`src/rtl/axi_id_pkg.sv`:
```
// Shared AXI ID helpers: default widths, the R-beat record and {seq, id} field split.
// Used by the read-ID restorer and its skid buffer.
package axi_id_pkg;

   localparam int ID_PAD_DEF     = 4;
   localparam int ID_WIDTH_DEF   = 2;
   localparam int DATA_WIDTH_DEF = 32;

   typedef struct packed {
      logic [ID_WIDTH_DEF-1:0]   id;
      logic [DATA_WIDTH_DEF-1:0] data;
      logic [1:0]                resp;
      logic                      last;
   } r_beat_t;

   localparam int R_BEAT_W = $bits(r_beat_t);

   function automatic logic [ID_WIDTH_DEF-1:0] rid_id(input logic [ID_WIDTH_DEF+ID_PAD_DEF-1:0] rid);
      return rid[ID_WIDTH_DEF-1:0];
   endfunction

   function automatic logic [ID_PAD_DEF-1:0] rid_seq(input logic [ID_WIDTH_DEF+ID_PAD_DEF-1:0] rid);
      return rid[ID_WIDTH_DEF+ID_PAD_DEF-1:ID_WIDTH_DEF];
   endfunction

endpackage

```
`src/rtl/r_skid_buffer.sv`:
```
// 2-entry valid/ready FIFO, order preserving; 1-cycle latency when empty.
// Backpressure: in_rdy_o drops as soon as both entries are occupied.
module r_skid_buffer
   import axi_id_pkg::*;
#(
   parameter int W = R_BEAT_W
) (
   input  logic         clk_i,
   input  logic         rst_ni,
   input  logic         in_vld_i,
   input  logic [W-1:0] in_dat_i,
   output logic         in_rdy_o,
   output logic         out_vld_o,
   output logic [W-1:0] out_dat_o,
   input  logic         out_rdy_i
);

   logic [W-1:0] mem_q [2];
   logic         wr_ptr_q, rd_ptr_q;
   logic [1:0]   cnt_q, cnt_d;
   logic         push, pop;

   assign in_rdy_o  = (cnt_q != 2'd2);
   assign out_vld_o = (cnt_q != 2'd0);
   assign out_dat_o = mem_q[rd_ptr_q];
   assign push      = in_vld_i && in_rdy_o;
   assign pop       = out_vld_o && out_rdy_i;

   always_comb begin
      cnt_d = cnt_q;
      if (push && !pop) begin
         cnt_d = cnt_q + 2'd1;
      end else if (pop && !push) begin
         cnt_d = cnt_q - 2'd1;
      end
   end

   always_ff @(posedge clk_i or negedge rst_ni) begin
      if (!rst_ni) begin
         mem_q[0] <= '0;
         mem_q[1] <= '0;
         wr_ptr_q <= 1'b0;
         rd_ptr_q <= 1'b0;
         cnt_q    <= 2'd0;
      end else begin
         if (push) begin
            mem_q[wr_ptr_q] <= in_dat_i;
            wr_ptr_q        <= ~wr_ptr_q;
         end
         if (pop) begin
            rd_ptr_q <= ~rd_ptr_q;
         end
         cnt_q <= cnt_d;
      end
   end

endmodule

```
`src/rtl/read_id_restorer.sv`:
```
// Strips the sequence field from RID, forwards beats via a 2-entry skid buffer (1-cycle latency),
// tracks per-ID outstanding reads and expected sequence; S_RREADY low only when the buffer is full.
module read_id_restorer
   import axi_id_pkg::*;
#(
   parameter int ID_PAD     = ID_PAD_DEF,
   parameter int ID_WIDTH   = ID_WIDTH_DEF,
   parameter int DATA_WIDTH = DATA_WIDTH_DEF
) (
   input  logic                         Aclk,
   input  logic                         ARESETnRst,
   input  logic [ID_WIDTH-1:0]          AR_ID,
   input  logic                         AR_valid,
   input  logic                         AR_Ready,
   output logic                         AR_hold,
   input  logic [ID_WIDTH+ID_PAD-1:0]   S_RID,
   input  logic [DATA_WIDTH-1:0]        S_RDATA,
   input  logic [1:0]                   S_RRESP,
   input  logic                         S_RLAST,
   input  logic                         S_RVALID,
   output logic                         S_RREADY,
   output logic [ID_WIDTH-1:0]          M_RID,
   output logic [DATA_WIDTH-1:0]        M_RDATA,
   output logic [1:0]                   M_RRESP,
   output logic                         M_RLAST,
   output logic                         M_RVALID,
   input  logic                         M_RREADY,
   output logic                         seq_err,
   output logic                         orphan_err,
   output logic [ID_WIDTH-1:0]          err_id
);

   localparam int              NUM_ID  = 1 << ID_WIDTH;
   localparam int              BEAT_W  = ID_WIDTH + DATA_WIDTH + 3;
   localparam logic [ID_PAD:0] OUT_MAX = {1'b1, {ID_PAD{1'b0}}};

   logic [ID_WIDTH-1:0] s_id;
   logic [ID_PAD-1:0]   s_seq;
   logic                s_acc, ar_fire, seq_bad, orph;
   logic [NUM_ID-1:0]   ar_hit, r_done;
   logic [BEAT_W-1:0]   in_beat, out_beat;

   logic [ID_PAD-1:0]   exp_seq_q     [NUM_ID];
   logic [ID_PAD-1:0]   exp_seq_d     [NUM_ID];
   logic [ID_PAD:0]     outstanding_q [NUM_ID];
   logic [ID_PAD:0]     outstanding_d [NUM_ID];
   logic                seq_err_q, orphan_err_q;
   logic [ID_WIDTH-1:0] err_id_q;

   assign s_id    = S_RID[ID_WIDTH-1:0];
   assign s_seq   = S_RID[ID_WIDTH+ID_PAD-1:ID_WIDTH];
   assign s_acc   = S_RVALID && S_RREADY;
   assign ar_fire = AR_valid && AR_Ready;
   assign AR_hold = (outstanding_q[AR_ID] == OUT_MAX);

   assign seq_bad = s_acc && (s_seq != exp_seq_q[s_id]);
   assign orph    = s_acc && (outstanding_q[s_id] == '0);

   assign in_beat = {s_id, S_RDATA, S_RRESP, S_RLAST};
   assign {M_RID, M_RDATA, M_RRESP, M_RLAST} = out_beat;

   r_skid_buffer #(.W(BEAT_W)) u_skid (
      .clk_i     (Aclk),
      .rst_ni    (ARESETnRst),
      .in_vld_i  (S_RVALID),
      .in_dat_i  (in_beat),
      .in_rdy_o  (S_RREADY),
      .out_vld_o (M_RVALID),
      .out_dat_o (out_beat),
      .out_rdy_i (M_RREADY)
   );

   always_comb begin
      ar_hit = '0;
      r_done = '0;
      if (ar_fire) ar_hit[AR_ID] = 1'b1;
      if (s_acc && S_RLAST) r_done[s_id] = 1'b1;
   end

   // An orphan last-beat does not decrement, so a same-cycle AR on that ID still counts.
   always_comb begin
      for (int i = 0; i < NUM_ID; i++) begin
         exp_seq_d[i]     = exp_seq_q[i];
         outstanding_d[i] = outstanding_q[i];
         if (r_done[i]) begin
            exp_seq_d[i] = exp_seq_q[i] + ID_PAD'(1);
         end
         if (ar_hit[i] && !(r_done[i] && outstanding_q[i] != '0)) begin
            if (outstanding_q[i] != OUT_MAX) begin
               outstanding_d[i] = outstanding_q[i] + (ID_PAD+1)'(1);
            end
         end else if (r_done[i] && !ar_hit[i] && outstanding_q[i] != '0) begin
            outstanding_d[i] = outstanding_q[i] - (ID_PAD+1)'(1);
         end
      end
   end

   always_ff @(posedge Aclk or negedge ARESETnRst) begin
      if (!ARESETnRst) begin
         for (int i = 0; i < NUM_ID; i++) begin
            exp_seq_q[i]     <= '0;
            outstanding_q[i] <= '0;
         end
         seq_err_q    <= 1'b0;
         orphan_err_q <= 1'b0;
         err_id_q     <= '0;
      end else begin
         for (int i = 0; i < NUM_ID; i++) begin
            exp_seq_q[i]     <= exp_seq_d[i];
            outstanding_q[i] <= outstanding_d[i];
         end
         seq_err_q    <= seq_bad;
         orphan_err_q <= orph;
         if (seq_bad || orph) begin
            err_id_q <= s_id;
         end
      end
   end

   assign seq_err    = seq_err_q;
   assign orphan_err = orphan_err_q;
   assign err_id     = err_id_q;

endmodule

```
`config.mk`:
```
export PLATFORM = sky130hd
export DESIGN_NAME = read_id_restorer
export DESIGN_NICKNAME = d
export VERILOG_FILES = /design/src/rtl/axi_id_pkg.sv /design/src/rtl/r_skid_buffer.sv /design/src/rtl/read_id_restorer.sv
export SDC_FILE = /design/constraint.sdc
export NUM_CORES = 1
export LEC_CHECK = 0
export ABC_CLOCK_PERIOD_IN_PS = 3200
export BUFFER_PORTS_ARGS = -buffer_cell sky130_fd_sc_hd__clkbuf_2
export CORE_MARGIN = 2
export CORE_UTILIZATION = 57
export CTS_BUF_LIST = sky130_fd_sc_hd__clkbuf_16
export CTS_CLUSTER_DIAMETER = 100
export CTS_CLUSTER_SIZE = 12
export DETAILED_ROUTE_END_ITERATION = 6
export GPL_ROUTABILITY_DRIVEN = 0
export PLACE_DENSITY_LB_ADDON = 0.3
export SLEW_MARGIN = 10
export SYNTH_ARGS = -nofsm -noshare
export SYNTH_HDL_FRONTEND = slang
export SYNTH_SLANG_ARGS = --single-unit
```
`constraint.sdc`:
```
create_clock -name Aclk -period 3.2 [get_ports Aclk]
set_clock_uncertainty 0.05 [all_clocks]
set_input_delay 0.16 -clock Aclk [delete_from_list [all_inputs] [get_ports Aclk]]
set_output_delay 0.16 -clock Aclk [all_outputs]
set_load 0.05 [all_outputs]
```
Yosys cells after proc, flatten, opt, wreduce, memory -nomap -nowiden
Index checks and enable logic that the tools add are counted.
Cells by class
  add/subtract/negate cells: 14
  $lt $le $gt $ge: 9
  equal/unequal tests: 11
  muxes and demuxes: 35
  bitwise logic cells: 6
  reductions and logical operators: 53
Operators by type and width (count)
  2-to-1 mux 37 bit: 4
  2-to-1 mux 5 bit: 16
  bitwise mux 74 bit: 1
  demux 37 bit (select 1 bit): 1
  logical AND 1 bit: 27
  adder 5 x 1 -> 5 bit, second input constant: 4
  binary-select mux 5 bit (select 2 bit): 2
  != test 5 bit, second input constant: 4
  nonzero test 5 bit: 4
  subtractor 5 x 1 -> 5 bit, second input constant: 4
  adder 4 x 1 -> 4 bit, second input constant: 4
  2-to-1 mux 4 bit: 4
  nonzero test 2 bit: 6
  zero test 1 bit: 10
  binary-select mux 4 bit (select 2 bit): 1
  != test 2 x 1 -> 1 bit, second input constant: 4
  AND reduction 2 bit: 4
  >= comparator 3 bit, second input constant: 2
  less-than comparator 2 x 3 -> 1 bit, second input constant: 2
  inverter 2 -> 3 bit: 2
  == test 5 bit, second input constant: 1
  zero test 5 bit: 1
  demux 1 bit (select 2 bit): 2
  >= comparator 2 x 1 -> 1 bit, second input constant: 2
  11 further kinds: 16
Storage, ports and cells
  bits in registers: 118
  logic and storage cells: 144

Longest topological paths before layout
Gate-level depths: netlist (run 1).
  word-level depth: 10
  gate-level depth with buffers: 12

Hierarchy
Synthesis (run 1) repeated with hierarchy kept, for this count alone.
Second synthesis, totals
  cell total of the unflattened synthesis: 443
  area total of the unflattened synthesis: 6227.2 sq um
By module, submodules not included
  r_skid_buffer: instances 1, cells an instance 214, area each 3694.8 sq um, sequential area each 1951.9 sq um
  read_id_restorer: instances 1, cells an instance 229, area each 2532.4 sq um, sequential area each 1001.0 sq um

Worst setup path before layout (run 1)
OpenSTA, ideal clock, no wires.
  path kind: flip-flop to flip-flop
  start: reg outstanding_q[15] (netlist bit)
  end: reg outstanding_q[19] (netlist bit)
  arrival: 2600 ps
  required time: 3024 ps
  path slack: 424 ps
  cell stages (with the launch flop): 10
  clock period less this slack: 2776 ps
  cell sequence: dfrtp_1 > or4_4 > o21ai_2 > nand2_1 > fa_1 > a21o_1 > a21oi_1 > or3_1 > a21oi_1 > a311o_1
Between the ends
  longest elaborated chain between the ends: 6
  elaborated cells on any way between the ends: 14
RTL lines
  start, declared: RTL line read_id_restorer.sv:45  | logic [ID_PAD:0] outstanding_q [NUM_ID];
  start signal, assigned by index: RTL line read_id_restorer.sv:110  | outstanding_q[i] <= outstanding_d[i];
  branches (longest 6 deep; another with subtractor 5 x 1 -> 5 bit)
Several ways; the timed one is not identified. The select of a mux whose other input is x is not followed.
A chain may end at the register's enable or synchronous reset.

Worst setup path after layout (run 1)
Ends and elaborated chain as after synthesis.

==> impl_metrics.yaml, run 1 <==
status:
  outcome: "complete, no violations"
synthesis:
  syn_nets: 524
  netlist_area_sq_um: 6060
  async_flop_share_pct: 100
  yosysSeqAreaShare_pct: 48.7
  ys_warn_count: 0
  synth.top_cell.area_share_pct: 48.7
  ys_ff_latch: 118
  synthDistinctLibCells: 57
  syn_inst: 453
  yosys-top-cells-area: "dfrtp_1, mux2_2, ha_1, xnor2_1, fa_1"
  synth_top_area_cell: "dfrtp_1"
  synth_edf_count: 0
  ys.flop_type: "dfrtp_1"
  syn_avg_cell_area_sq_um: 13.4
cells_and_area:
  num_antenna_cells: 0
  stdcell_count: 743
  layout_common_cells: "dfrtp_1, mux2_2, clkbuf_2"
  nFillCells: 645
  mostFrequentLayoutCell: "dfrtp_1"
  final_nets: 666
  drive_above_1_share_pct: 44.8
  area_growth_pct: 25.6
  final_util_pct: 73.8
sta:
  max_freq_mhz: 331
  setup_ws_ns: 0.175
  finalHoldViolCount: 0
  setup_viol: 0
  tightestPinTransition_ns: 0.693
  slew_headroom_pct: 53.8
  period_share_pct: 94.5
  rsz0062_at_grt: "false"
  slew_violations: 0
  fin_setup_tns_ns: 0
  period_minus_slack_ns: 3.02
routing:
  dr.pass1.iters: 5
  ant_nets: 0
  drt_wl_total_mm: 12.4
  drt-initial-drc-count: 186
  viasPerCell: 5.54
  drc: 0
  wl_per_cell_um: 16.8
  via_count: 4117
power:
  peakVddDrop_mv: 0.684
  power_density_nw_per_um2: 1170
  leakage_uw: 0.00339
die:
  row_count: 37
  die_area_sq_um: 11500
  core_area_sq_um: 10300
  initial_core_util_pct: 58.7
  fp.dieH_um: 107
  die_w_um: 107
  ios: 93
critical_path:
  r2r_cells: 9
  rrSetupSlack_ns: 0.18
  cp-end-kind: "register"
  crit_path_max_fanout: 5
  critPathArrivalTime_ns: 3.26
  worst_setup_path_start_kind: "register"
  worstPathRequired_ns: 3.43
  r2r_end: "outstanding_q[19]$_DFFE_PN0P_"
  r2r-start: "outstanding_q[15]$_DFFE_PN0P_"
  criticalPathCategory: "register to register"
grt:
  grt_pass1_vias: 4323
  grt_usage_pct: 23.0
  grt_max_degree: 69
  antenna_found_initial: 0
  grt_pass1_wl_mm: 20.5
  overflow: 0
clock_tree:
  cts_buffers: 17
  cts_max_level: 4
  tritoncts: "built"
  cts_root_buf: "clkbuf_16"
  post_cts_resized: 0
  clkSlewWorstSetupHoldPaths_ns: 0.05
  cts.sinks: 118
  clkLatencyLatePin_ns: 0.40
  cts_buffer_depth: 2
min_path:
  holdPathStages: 3
  holdPathEnd: "u_skid.wr_ptr_q$_DFFE_PN0P_"
  hp-class: "primary input to register"
  hp-start: "S_RVALID"
flow_run:
  maxCapViolCount: 0
place:
  place_ws_ns: 0.194
  hpwl_mm: 8.27
  dp_cells: 675
  portBuffers: 92
-- worst max-delay path: stages, from the launching register on --
cell	delay, ns
dfrtp_1	0.45
or4_4	0.60
o21ai_2	0.20
nand2_1	0.17
fa_1	0.47
a21o_1	0.20
a21oi_1	0.26
or3_1	0.18
a21oi_1	0.06
a311o_1	0.26
-- report_power, final --
part	internal (uW)	switching [uW]	total (uW)
Sequential	2240	567	2800
Clock	1120	631	1750
Combinational	1750	2620	4380
Total	5110	3820	8930
-- cell usage after synthesis (4+ instances only) --
| cell | number |
|---|---|
| xor2_1 | 9 |
| mux2_4 | 5 |
| xnor2_1 | 23 |
| or3_1 | 4 |
| o21ai_0 | 5 |
| dfrtp_1 | 118 |
| nor2_1 | 8 |
| fa_1 | 4 |
| buf_2 | 5 |
| ha_1 | 18 |
| nor4_1 | 4 |
| and2_1 | 6 |
| nand4_1 | 12 |
| inv_1 | 9 |
| a21o_1 | 7 |
| mux2_2 | 117 |
| a21oi_1 | 10 |
| nand2_1 | 21 |
-- layer usage --
metal	vias up	wire length [um]	share of wire [%]	GRT usage, %
li1	1937	-	-	-
met3	23	549	4.4	4.98
met4	0	232	1.9	9.09
met1	2061	5530	44	28.7
met5	-	0	0	0
met2	96	6140	49	39.1
-- logic make-up after synthesis --
family / share of synthesized area (%)
compound gates: 4.60
mux: 25.7
simple gates: 8.77
xor+xnor: 4.89
flops: 48.7
buf+inv: 2.31
fa+ha+maj: 5.03
-- metrics by stage --
stage / area (sq um) / power, uW / hold WS [ns]
3_5_place_dp: 6700 / 7120 / 0.200
5_1_grt: 7610 / 9420 / 0.124
3_3_place_gp: 6700 / 6950 / 0.187
4_1_cts: 7610 / 8930 / 0.0887
2_1_floorplan: 6060 / 6190 / -0.186
6_report: 7610 / 8930 / 0.102
-- repair_timing --
action,4_1_cts,5_1_grt
setup buffers,0,0
hold buffers,37,0
endpoints found under the setup margin,0,0
endpoints found under the hold margin,121,0
-- registers in the layout, summed over array words and instances (netlist names) --
register and count:
exp_seq_q 16, err_id 2, outstanding_q 20, seq_err 1
u_skid.rd_ptr_q 1, u_skid.cnt_q 2, orphan_err 1, u_skid.wr_ptr_q 1
u_skid.mem_q 74
-- final cells by class --
cell class	instances	area, sq um	share of cell area, %
flip-flops and latches	118	2950	38.8
inverters	11	43.8	0.575
clock inverters	14	120	1.58
clock buffers	17	425	5.59
repair buffers	138	926	12.2
well taps	136	170	2.23
multi-input cells	309	2980	39.1
-- worst max path at each step --
stage / startpoint / end / slack [ns] / depth (start not counted)
final: outstanding_q[15]$_DFFE_PN0P_ / outstanding_q[19]$_DFFE_PN0P_ / 0.18 / 9
after global routing: outstanding_q[10]$_DFFE_PN0P_ / outstanding_q[14]$_DFFE_PN0P_ / 0.01 / 9
after CTS: outstanding_q[15]$_DFFE_PN0P_ / outstanding_q[19]$_DFFE_PN0P_ / 0.18 / 9
after detailed placement: outstanding_q[15]$_DFFE_PN0P_ / outstanding_q[19]$_DFFE_PN0P_ / 0.19 / 9
after global placement: outstanding_q[15]$_DFFE_PN0P_ / outstanding_q[19]$_DFFE_PN0P_ / 0.33 / 9
after floorplan: outstanding_q[15]$_DFFE_PN0P_ / outstanding_q[19]$_DFFE_PN0P_ / 0.42 / 9
(Power assumes the default switching activity.)
==> run 2, diff against run 1 <==
Settings changed: BUFFER_PORTS_ARGS -buffer_cell sky130_fd_sc_hd__clkbuf_2 to not set, CORE_UTILIZATION 57 to 58, DONT_BUFFER_PORTS set to 1.
==> run 2 against run 1 <==
  * Non-clock buffer count shrank 89
  * Clock power grew 5%
  * Total power fell by 3.1%
  * Largest cell class unchanged
  * Largest power group unchanged
==> impl_metrics.yaml, run 2 (synthesis results as in run 1) <==
status:
  outcome: "complete, no violations"
grt:
  grt_max_degree: 119
  grt_usage_pct: 22.8
  overflow: 0
  grt_pass1_vias: 4132
  grt_pass1_wl_mm: 19.8
  antenna_found_initial: 0
critical_path:
  worst_setup_path_start_kind: "register"
  r2r-start: "outstanding_q[5]$_DFFE_PN0P_"
  slowest_delay_ns: 0.60
  criticalPathCategory: "register to register"
  r2r_end: "outstanding_q[9]$_DFFE_PN0P_"
  r2r_cells: 10
  cpMaxStageDelayCell: "or4_1"
  critPathArrivalTime_ns: 3.31
  worstPathRequired_ns: 3.47
  cp-end-kind: "register"
  crit_path_max_fanout: 4
  path_cells: "or4_1, nor2_1, and2b_4, or2_2, ha_1, nor2b_1, o21ai_1, and2_1, or3_1, o211ai_1"
  rrSetupSlack_ns: 0.16
sta:
  finalHoldViolCount: 0
  period_minus_slack_ns: 3.04
  tightestPinTransition_ns: 0.655
  slew_violations: 0
  period_share_pct: 95.0
  slew_headroom_pct: 56.4
  rsz0062_at_grt: "false"
  setup_viol: 0
  fin_setup_tns_ns: 0
  max_freq_mhz: 329
clock_tree:
  cts.sinks: 118
  clkSlewWorstSetupHoldPaths_ns: 0.05
  cts_max_level: 4
  cts_buffers: 17
  clkLatencyLatePin_ns: 0.41
  tritoncts: "built"
  cts_root_buf: "clkbuf_16"
  cts_buffer_depth: 2
place:
  portBuffers: 0
  hpwl_mm: 7.72
  dp_cells: 582
cells_and_area:
  regMostFlops: "u_skid.mem_q"
  largest_reg_flops: 74
  nFillCells: 687
  drive_above_1_share_pct: 35.1
  regArea_sq_um: 2950
  multi_input_area_sq_um: 2980
  num_antenna_cells: 0
  stdcell_count: 655
  mostFrequentLayoutCell: "dfrtp_1"
  final_nets: 577
  layout_common_cells: "dfrtp_1, mux2_2, dlygate4sd3_1"
  area_growth_pct: 19.1
  largestRegisters: "u_skid.mem_q: 74 flops, outstanding_q: 20 flops, exp_seq_q: 16 flops"
flow_run:
  maxCapViolCount: 0
routing:
  ant_nets: 0
  dr.pass1.iters: 6
  drc: 0
  drt_wl_total_mm: 12.0
  drt-initial-drc-count: 183
  via_count: 3805
  wl_per_cell_um: 18.3
  viasPerCell: 5.81
power:
  leakage_uw: 0.00305
  power_density_nw_per_um2: 1200
  peakVddDrop_mv: 0.634
die:
  fp.dieH_um: 106
  ios: 93
  die_w_um: 106
  initial_core_util_pct: 59.3
  core_area_sq_um: 10200
  die_area_sq_um: 11300
  row_count: 37
min_path:
  holdPathStages: 3
  hp-start: "S_RID[0]"
  hp-class: "primary input to register"
  holdPathEnd: "exp_seq_q[0]$_DFFE_PN0P_"
-- run 2: changes by cell type in the layout (fill, tap and decap cells not counted), moves of 2 or more --
cell	change
inv_1	+2
clkinvlp_4	-2
clkbuf_2	-91
dlygate4sd3_1	+3
-- run 2: worst max path at each step --
stage / start / endpoint / cells after the start
4_1_cts: outstanding_q[15]$_DFFE_PN0P_ / outstanding_q[19]$_DFFE_PN0P_ / 9
3_3_place_gp: outstanding_q[5]$_DFFE_PN0P_ / outstanding_q[9]$_DFFE_PN0P_ / 10
3_5_place_dp: outstanding_q[15]$_DFFE_PN0P_ / outstanding_q[19]$_DFFE_PN0P_ / 9
5_1_grt: outstanding_q[10]$_DFFE_PN0P_ / outstanding_q[14]$_DFFE_PN0P_ / 9
6_report: outstanding_q[5]$_DFFE_PN0P_ / outstanding_q[9]$_DFFE_PN0P_ / 10
2_1_floorplan: outstanding_q[15]$_DFFE_PN0P_ / outstanding_q[19]$_DFFE_PN0P_ / 9
-- run 2: layout make-up --
| class | instances | area share [%] |
|---|---|---|
| well taps | 136 | 2.36 |
| inverters | 11 | 0.606 |
| flip-flops and latches | 118 | 40.9 |
| repair buffers | 49 | 6.93 |
| clock inverters | 15 | 2.04 |
| multi-input cells | 309 | 41.3 |
| clock buffers | 17 | 5.89 |
-- run 2: per-layer routing --
metal	part of all wire [%]	GRT usage [%]	vias up	routed length, um
li1	-	-	1756	-
met1	44	27.9	1936	5300
met2	48	37.4	97	5790
met3	5.6	7.97	16	674
met4	1.7	8.55	0	202
met5	0	0	-	0
-- run 2: critical path, delay by kind of cell, from the launching register on --
family | cells | cell delay [ns]
adders and majority gates | 1 | 0.34
AOI/OAI and AO/OA | 2 | 0.22
DFF | 1 | 0.40
and+or+nand+nor | 7 | 1.96
-- run 2: what timing repair did --
action / in CTS / in global routing
endpoints found under the setup margin: 0 / 1
buffers inserted: 0 / 0
endpoints found under the hold margin: 196 / 0
hold buffers: 41 / 0
gates resized for setup: 0 / 2
-- run 2: power by group --
group | internal, uW | switching, uW
Clock | 1200 | 633
Combinational | 1520 | 2430
Sequential | 2230 | 634
-- run 2: metrics by stage --
stage	worst slack [ns]	cell area, sq um	hold slack [ns]	utilization [%]	total power (uW)
2_1_floorplan	0.424	6060	-0.186	-	6190
3_3_place_gp	0.321	6220	-0.183	60.8	6600
3_5_place_dp	0.170	6220	-0.183	60.8	6740
4_1_cts	0.171	7220	0.00374	70.6	8690
5_1_grt	0.0130	7220	0.0142	70.6	9120
6_report	0.159	7220	0.0158	70.6	8650
